==> src/rtl/out_bram_ctrl.sv <==
// -----------------------------------------------------------------------------
// out_bram_ctrl
//
// Collects a job of 256-bit result beats into an external BRAM, then streams
// the stored data back out as 128-bit words.
//
// Job flow:
//   IDLE  : waits for start and samples len, the job length in 256-bit beats.
//   FILL  : accepts len beats. Each accepted beat is written at an even BRAM
//           address in the same cycle. The BRAM splits it into two 128-bit
//           words.
//   DRAIN : reads BRAM words 0 .. 2*len-1 in ascending order. The data comes
//           back through a 2-entry skid buffer to the out_vld/out_rdy stream.
//   DONE  : pulses done for one cycle, then returns to IDLE.
//   A start with len == 0 goes straight from IDLE to DONE.
//
// Ports:
//   clk, rst_n             clock, synchronous active-low reset
//   start, len             job start pulse and beat count (sampled in IDLE)
//   in_vld/in_rdy/in_data  result-beat handshake (accepted only in FILL)
//   bram_we/_wr_addr/_wr_data  BRAM write port (address always even)
//   bram_re/_rd_addr/_rd_data  BRAM read port (1-cycle read latency)
//   out_vld/out_rdy/out_data   drain-stream handshake
//   busy                   high in any state other than IDLE
//   done                   one-cycle pulse at job end
//   err                    sticky length error
//
// Build option:
//   OUT_BRAM_CTRL_LEN_CHK_EN  When defined, a start with len > DEPTH/2 sets
//                             err (sticky until reset) and clamps the job to
//                             DEPTH/2 beats. When undefined, err is tied to 0
//                             and len is used as given.
// -----------------------------------------------------------------------------
module out_bram_ctrl #(
  parameter int ADDR_WIDTH     = 11,
  parameter int DEPTH          = 2048,
  parameter int IN_DATA_WIDTH  = 256,
  parameter int OUT_DATA_WIDTH = 128
) (
  input  logic                      clk,
  input  logic                      rst_n,
  input  logic                      start,
  input  logic [ADDR_WIDTH-1:0]     len,
  input  logic                      in_vld,
  output logic                      in_rdy,
  input  logic [IN_DATA_WIDTH-1:0]  in_data,
  output logic                      bram_we,
  output logic [ADDR_WIDTH-1:0]     bram_wr_addr,
  output logic [IN_DATA_WIDTH-1:0]  bram_wr_data,
  output logic                      bram_re,
  output logic [ADDR_WIDTH-1:0]     bram_rd_addr,
  input  logic [OUT_DATA_WIDTH-1:0] bram_rd_data,
  output logic                      out_vld,
  input  logic                      out_rdy,
  output logic [OUT_DATA_WIDTH-1:0] out_data,
  output logic                      busy,
  output logic                      done,
  output logic                      err
);

  // Pointers and counters carry one extra bit. A job of DEPTH/2 beats can
  // then count all DEPTH words without wrapping back to zero.
  localparam int PTR_W = ADDR_WIDTH + 1;

  typedef enum logic [1:0] {
    S_IDLE,
    S_FILL,
    S_DRAIN,
    S_DONE
  } state_t;

  state_t                    state;
  logic [ADDR_WIDTH-1:0]     len_q;     // latched job length in beats
  logic [PTR_W-1:0]          wptr;      // next write address, steps by 2
  logic [PTR_W-1:0]          rptr;      // next read address, steps by 1
  logic [PTR_W-1:0]          ocnt;      // words handed out on the stream
  logic                      inflight;  // a read was issued last cycle

  // The skid buffer is 2 entries deep: a FIFO with head and tail pointers
  // plus an occupancy count.
  logic [OUT_DATA_WIDTH-1:0] skid [2];
  logic                      head;
  logic                      tail;
  logic [1:0]                count;

  logic [PTR_W-1:0]          words_total;
  logic [ADDR_WIDTH-1:0]     len_eff;
  logic                      beat_acc;
  logic                      last_beat;
  logic                      pop;
  logic                      last_word;
  logic                      rd_more;
  logic [1:0]                occ;

  // ---------------------------------------------------------------------------
  // Length handling
  // ---------------------------------------------------------------------------
`ifdef OUT_BRAM_CTRL_LEN_CHK_EN
  localparam logic [ADDR_WIDTH-1:0] MAX_LEN = ADDR_WIDTH'(DEPTH / 2);

  logic len_over;
  logic err_q;

  assign len_over = (len > MAX_LEN);
  assign len_eff  = len_over ? MAX_LEN : len;
  assign err      = err_q;
`else
  assign len_eff  = len;
  assign err      = 1'b0;
`endif

  // Each beat holds two words, so a job is 2*len words long.
  assign words_total = {len_q, 1'b0};

  // ---------------------------------------------------------------------------
  // Write side
  // ---------------------------------------------------------------------------
  // in_rdy is a register that is high exactly while in FILL. The write
  // strobe follows the handshake in the same cycle. The write address and
  // data buses are held at zero whenever no write is happening.
  assign beat_acc     = in_rdy & in_vld;
  assign last_beat    = beat_acc && ((wptr + PTR_W'(2)) == words_total);
  assign bram_we      = beat_acc;
  assign bram_wr_addr = beat_acc ? wptr[ADDR_WIDTH-1:0] : '0;
  assign bram_wr_data = beat_acc ? in_data : '0;

  // ---------------------------------------------------------------------------
  // Read side
  // ---------------------------------------------------------------------------
  assign out_vld   = (count != 2'd0);
  assign out_data  = out_vld ? skid[head] : '0;
  assign pop       = out_vld & out_rdy;
  assign last_word = pop && (ocnt == (words_total - PTR_W'(1)));
  assign rd_more   = (rptr != words_total);

  // occ counts the words that will occupy the skid buffer after this edge:
  // words already held, plus the read in flight, minus the word leaving
  // now. Issuing a read only while occ < 2 means the buffer never
  // overflows. Counting the word leaving in this cycle lets the block
  // deliver one word per cycle while out_rdy stays high.
  assign occ          = count + {1'b0, inflight} - {1'b0, pop};
  assign bram_re      = (state == S_DRAIN) && rd_more && (occ < 2'd2);
  assign bram_rd_addr = bram_re ? rptr[ADDR_WIDTH-1:0] : '0;

  // ---------------------------------------------------------------------------
  // FSM, pointers and skid buffer
  // ---------------------------------------------------------------------------
  // NOTE: all state in this block uses non-blocking (<=) assignments. Every
  //       right-hand side then sees the value from before the edge, which
  //       the pointer and count updates below depend on.
  always_ff @(posedge clk) begin
    if (!rst_n) begin
      state    <= S_IDLE;
      len_q    <= '0;
      wptr     <= '0;
      rptr     <= '0;
      ocnt     <= '0;
      inflight <= 1'b0;
      // NOTE: the skid entries are storage, but they drive out_data. They
      //       are cleared here so that every output reads 0 after reset.
      skid[0]  <= '0;
      skid[1]  <= '0;
      head     <= 1'b0;
      tail     <= 1'b0;
      count    <= 2'd0;
      in_rdy   <= 1'b0;
      busy     <= 1'b0;
      done     <= 1'b0;
`ifdef OUT_BRAM_CTRL_LEN_CHK_EN
      err_q    <= 1'b0;
`endif
    end else begin
      done     <= 1'b0;
      inflight <= bram_re;

      // Read data returns one cycle after bram_re. It is pushed into the
      // skid buffer on the cycle it arrives.
      if (inflight) begin
        skid[tail] <= bram_rd_data;
        tail       <= ~tail;
      end
      if (pop) begin
        head <= ~head;
        ocnt <= ocnt + PTR_W'(1);
      end
      count <= count + {1'b0, inflight} - {1'b0, pop};

      if (beat_acc) wptr <= wptr + PTR_W'(2);
      if (bram_re)  rptr <= rptr + PTR_W'(1);

      case (state)
        S_IDLE: begin
          if (start) begin
            busy <= 1'b1;
`ifdef OUT_BRAM_CTRL_LEN_CHK_EN
            if (len_over) err_q <= 1'b1;
`endif
            if (len == '0) begin
              state <= S_DONE;
              done  <= 1'b1;
            end else begin
              len_q  <= len_eff;
              wptr   <= '0;
              rptr   <= '0;
              ocnt   <= '0;
              in_rdy <= 1'b1;
              state  <= S_FILL;
            end
          end
        end

        S_FILL: begin
          // in_rdy drops together with the move to DRAIN. No beat can be
          // accepted in the cycle after the last one.
          if (last_beat) begin
            in_rdy <= 1'b0;
            state  <= S_DRAIN;
          end
        end

        S_DRAIN: begin
          if (last_word) begin
            state <= S_DONE;
            done  <= 1'b1;
          end
        end

        S_DONE: begin
          busy  <= 1'b0;
          state <= S_IDLE;
        end

        default: begin
          state <= S_IDLE;
        end
      endcase
    end
  end

endmodule

==> config.mk <==
export PLATFORM = sky130hd
export DESIGN_NAME = out_bram_ctrl
export DESIGN_NICKNAME = d
export VERILOG_FILES = /design/src/rtl/out_bram_ctrl.sv
export SDC_FILE = /design/constraint.sdc
export NUM_CORES = 1
export LEC_CHECK = 0
export BUFFER_PORTS_ARGS = -buffer_cell sky130_fd_sc_hd__buf_2
export CORE_AREA = 2 2 316 318
export DETAILED_ROUTE_END_ITERATION = 12
export DIE_AREA = 0 0 318 320
export PLACE_DENSITY_LB_ADDON = 0.1
export RECOVER_POWER = 50
export SLEW_MARGIN = 40
export SYNTH_ARGS = -nofsm -noshare
export SYNTH_HDL_FRONTEND = slang
export SYNTH_SLANG_ARGS = --single-unit
==> constraint.sdc <==
create_clock -name clk -period 25 [get_ports clk]
set_input_delay 5 -clock clk [delete_from_list [all_inputs] [get_ports clk]]
set_output_delay 5 -clock clk [all_outputs]
set_load 0.05 [all_outputs]
==> Word-level counts from Yosys, hierarchy flattened <==
Memory sizes are Yosys's and may differ from the RTL's. A register that Yosys moved wholly into a read port is not among the register bits.
Cells that the tools add are included.
{ "totals": {"wordCells": 89, "in_bits": 400, "out_inout_bits": 413, "memories": 1, "regBits": 57, "ramBits": 256} }
{ "mem_list": {"columns": ["name", "words", "word_bits", "rd", "rd_clocked_by_memory_dff", "write_ports", "line_no", "rtl"], "rows": [
  ["skid", 2, 128, 1, 1, 2, "81", "logic [OUT_DATA_WIDTH-1:0] skid [2];"]
]} }
{ "classes": {"n_reduce_logical": 14, "n_mux": 40, "order_cmp": 1, "add_sub_neg": 6, "bitwise": 5, "n_eq_ne": 10} }
{ "ops": {"columns": ["cell", "count"], "rows": [
  ["$mux W128", 2],
  ["$mux W256", 1],
  ["$mux W12", 12],
  ["$reduce_or A128 Y1", 1],
  ["$add A12 B1 Y12 const B", 2],
  ["$eq A12 B12 Y1", 2],
  ["$mux W11", 2],
  ["$mux W1", 15],
  ["$add A12 B2 Y12 const B", 1],
  ["$ne A12 B12 Y1", 1],
  ["$sub A12 B1 Y12 const B", 1],
  ["$logic_not A11 Y1", 1],
  ["$mux W2", 4],
  ["$ne A2 B2 Y1 const B", 4],
  ["$pmux W2 S4", 1],
  ["$pmux W1 S2", 3],
  ["$reduce_and A3 Y1", 2],
  ["$reduce_bool A2 Y1", 3],
  ["$eq A2 B2 Y1 const B", 2],
  ["$logic_and A1 B1 Y1", 4],
  ["$reduce_and A4 Y1", 1],
  ["$not A1 Y1", 3],
  ["$add A2 B1 Y2", 1],
  ["$and A1 B1 Y1", 2],
  ["5 further kinds", 5]
]} }

==> Longest topological paths before layout <==
{ "logic_depth": {"ltp_word": 9, "depth_mapped": 15, "depth_no_buf": 12} }

==> Worst setup path before layout <==
OpenSTA, ideal clock, no wires.
{ "synth_path": {"kind": "input-to-output", "startpoint": "in out_rdy", "endpoint": "out bram_rd_addr[0]", "t_required_ns": 20.000, "path_slack_ns": 12.348, "stages": 11, "n_path_buf": 3, "t_arrival_ns": 7.652, "path_cell_list": "and2_1 > clkbuf_1 > ha_1 > inv_1 > ha_1 > xor2_1 > xnor2_1 > and3_1 > clkbuf_1 > clkbuf_1 > ha_1"} }
{ "synth_between": {"elab_chain_cells": 5} }
{ "synth_rtl": {"columns": ["element", "line_no", "rtl"], "rows": [
  ["start: declaration", "54", "input logic out_rdy,"],
  ["$and A1 B1 Y1", "132", "assign pop = out_vld & out_rdy;"],
  ["named net pop", "90", "logic pop;"],
  ["$sub A2 B1 Y2", "141", "assign occ = count + {1'b0, inflight} - {1'b0, pop};"],
  ["$lt A2 B2 Y1", "142", "assign bram_re = (state == S_DRAIN) && rd_more && (occ < 2'd2);"],
  ["$logic_and A1 B1 Y1", "142", null],
  ["named net bram_re", "50", "output logic bram_re,"],
  ["$mux W11", "143", "assign bram_rd_addr = bram_re ? rptr[ADDR_WIDTH-1:0] : '0;"],
  ["end: declaration", "51", "output logic [ADDR_WIDTH-1:0] bram_rd_addr,"]
]} }
The timed path passes the listed nets, and every way through them passes these cells.

==> Worst setup path in the final report <==
{ "layout_path": {"startpoint": "in in_vld", "endpoint": "out bram_wr_addr[1]"} }
{ "layout_between": {"elab_chain_cells": 2} }
{ "layout_rtl": {"columns": ["element", "line_no", "rtl"], "rows": [
  ["start: declaration", "44", "input logic in_vld,"],
  ["$and A1 B1 Y1", "121", "assign beat_acc = in_rdy & in_vld;"],
  ["$mux W11", "124", "assign bram_wr_addr = beat_acc ? wptr[ADDR_WIDTH-1:0] : '0;"],
  ["end: declaration", "48", "output logic [ADDR_WIDTH-1:0] bram_wr_addr,"]
]} }
No other way between the ends.

==> flow_summary.ini <==
[status]
status = finished, violations left
violations = capacitance limit, slew limit

[clocking]
htreeDepth = 2
cts_tree = yes
clkTransAtPathRegs_ps = 50
cts.sinks = 313
numCtsBuffers = 41
clk_latency_ps = 560
ctsRootBufferMaster = clkbuf_16
postCtsSetupBuffers = 0
clockBufferDepth = 3
cts_resized = 0
postCtsHoldBufs = 0

[worst_setup_path]
regToRegSetupSlack_ps = 16980
endpoint = bram_wr_addr[1]
cp_num_buf_inv = 3
critPathSlowestCell = clkbuf_1
required_ps = 20000
cp_cell_sequence = clkbuf_1 > nand2_1 > inv_1 > ha_1 > buf_2
critical_path_arrival_ps = 10950
cp_slowest_stage_delay_ps = 3710
cp-end-kind = output pin
worstSetupPathType = in -> out
cp_num_cells = 5
cp_max_fo = 133
start_kind = input pin
rr_endpoint = skid[1][51]$_SDFFCE_PN0P_
reg2reg_depth = 5
crit_family = buffers and inverters
startpoint = in_vld
worstReg2RegStart = inflight$_SDFF_PN0_

[detailed_routing]
first_iter_violations = 707
via_per_inst = 4.175
drc = 0
detail_route.wirelength_um = 104200
drtPass1Iterations = 5
wire_per_inst_um = 28.51
postRouteAntennaNets = 0
via_count = 15260

[sta]
fin_crit_ps = 15950
maxSlewHeadroom = -2.673
post-route-period-util = 0.6378
layout_setup_ws_ps = 9054
skew_ps = 12.04
tns_ps = 0
fin_hold_ws_ps = 535.0
rsz0062_at_grt = false
setup_viol = 0
max_freq_mhz = 62.71
tightest_slew_ps = 5510
drv_slew = 713
final_hold_viol_count = 0

[yosys]
synth_ff_type = edfxtp_1
async_reset_ff_frac = 0
synth_top_area_cell = edfxtp_1
yosys.area.top_type_share = 0.4616
syn_inst = 1580
avgSynthCellArea_um2 = 10.54
synth_area_leaders = edfxtp_1 46%, and2_1 10%, and3_1 10%, mux2i_1 7.9%, dfxtp_1 6.9%
seq_area_frac_synth = 0.5301
ys_types = 60
synth_warnings = 0
synth_seq_cells = 313
synth_edf_count = 256
netlist_area_mm2 = 0.01665

[place]
preCtsSetupSlack_ps = 12300
place.gp.congestion = 0.9913
io_buffers = 810
hpwl_um = 82170

[power_and_ir_drop]
netSwitchingFraction = 0.4557
leakage_nw = 11.09
clkPwrFrac = 0.273
max-vdd-ir-drop_mv = 0.04047
powerDensity_mw_per_mm2 = 95.84
seq_power_share = 0.294
p_total_w = 0.002235
power.internal_w = 0.001217
power_frac_comb = 0.433
p_sw_w = 0.001019

[global_routing]
antenna_found_initial = 86
grt_pass1_vias = 15980
grt_max_degree = 134
grt_usage = 0.1974
grt_pass1_wl_um = 139000
gr-total-overflow = 0

[cells_and_area]
layout.nets = 2718
syn2layout_area_growth_pct = 40.05
fillers = 10780
final_layout_size_suffix_gt1_frac = 0.3644

[die]
die-height_um = 320
die_area_mm2 = 0.1018
rows = 115
coreArea_mm2 = 0.09799
pin_count = 813
die_x_um = 318
start_util = 0.1700

[min_path]
hp-class = reg -> reg

[job]
drv_cap = 13
==> metal layers <==
metal  share of wire  GRT usage  up-vias
met5          0.0016          0        -
met4           0.060     0.1068       26
met3           0.081    0.07358      219
met2            0.52     0.3633      610
met1            0.34     0.1901     7418
li1                -          -     6988
==> kinds of logic after synthesis <==
group | synth area share
AOI/OAI and AO/OA | 0.02577
adders and majority gates | 0.009617
other | 0.0002252
muxes | 0.07874
DFF | 0.5301
xor gates and xnor gates | 0.03366
buffers and inverters | 0.03922
and+or+nand+nor | 0.2826
==> synthesized netlist by cell type, types with 12 or more instances <==
| cell | number |
|---|---|
| nand3_1 | 14 |
| ha_1 | 12 |
| mux2i_1 | 131 |
| nand4_1 | 15 |
| clkbuf_1 | 127 |
| inv_1 | 14 |
| buf_1 | 12 |
| xnor2_1 | 21 |
| xor2_1 | 43 |
| and2_1 | 278 |
| and3_1 | 275 |
| edfxtp_1 | 256 |
| nor2_1 | 174 |
| nand2_1 | 45 |
| dfxtp_1 | 57 |
==> sequential cells by signal, indices dropped and copies added, names as in the netlist, named ones only <==
| register | flops |
|---|---|
| busy | 1 |
| skid | 256 |
| inflight | 1 |
| rptr | 12 |
| done | 1 |
| count | 2 |
| len_q | 11 |
| head | 1 |
| ocnt | 12 |
| tail | 1 |
| state | 2 |
| wptr | 11 |
| in_rdy | 1 |
==> area by class of cell <==
type	instances	area [µm²]	share of cell area
antenna	30	75.07	0.003219
multi-input combinational	1103	7169	0.3074
clock buffer	57	1160	0.04973
clock inverter	18	217.7	0.009334
sequential	313	8832	0.3787
inverter	15	56.30	0.002414
timing repair buffer	832	4203	0.1802
tap	1287	1610	0.06904
==> placed cells by master (no fill, tap or decap), types with 3 or more instances in the layout <==
cell       instances
buf_4              3
inv_1             14
xnor2_1           21
nand2_1           45
or3_1              3
a21oi_1            8
and4_1             4
a31oi_1            3
edfxtp_1         256
and2_1           151
and3_1           275
nor2_1           174
xor2_1            43
diode_2           30
nand3_1           14
nor4_1             7
nor2b_1            4
clkbuf_1          55
clkbuf_16         44
a21boi_0          10
and2_0           127
a211o_1            3
buf_6              4
nor3_1             8
dfxtp_1           56
buf_2            779
ha_1              12
clkinv_2           5
mux2i_1          131
clkinv_1           5
nand4_1           15
o21ai_0            8
bufinv_16          5
==> power by group through the flow <==
| stage | logic (W) | registers [W] | clock network (W) |
|---|---|---|---|
| 6_report | 0.000968 | 0.000657 | 0.000610 |
| 5_1_grt | 0.00103 | 0.000665 | 0.000653 |
| 4_1_cts | 0.00100 | 0.000658 | 0.000636 |
| 3_5_place_dp | 0.000998 | 0.000669 | 0 |
| 3_3_place_gp | 0.000975 | 0.000679 | 0 |
| 2_1_floorplan | 0.000693 | 0.000648 | 0 |
==> stage by stage <==
step	utilization	area [µm²]	std cells
finish	0.2380	23320	3655
global route	0.2378	23310	3648
CTS	0.2390	23420	3624
detailed placement	0.2250	22040	3549
global placement	0.2235	21900	3544
floorplan	-	16660	1581
==> how the worst min path moves through the flow <==
stage               slack [ps]                   from  cells past startpoint                     to
floorplan                  480     wptr[2]$_SDFF_PN0_                      2     wptr[2]$_SDFF_PN0_
global placement           510  state[1]$_SDFFE_PN0P_                      2  state[1]$_SDFFE_PN0P_
detailed placement         520    ocnt[11]$_SDFF_PN0_                      2    ocnt[11]$_SDFF_PN0_
CTS                        540    ocnt[11]$_SDFF_PN0_                      2    ocnt[11]$_SDFF_PN0_
global route               570    rptr[11]$_SDFF_PN0_                      2    rptr[11]$_SDFF_PN0_
finish                     540    ocnt[11]$_SDFF_PN0_                      2    ocnt[11]$_SDFF_PN0_
==> worst min-delay path, delay by kind of cell, from the launching register on <==
family	cells	cell delay, ps
flip-flops	1	350
AND/OR/NAND/NOR	1	70
XOR/XNOR	1	80
No activity file was read; power rests on OpenSTA's default activity.
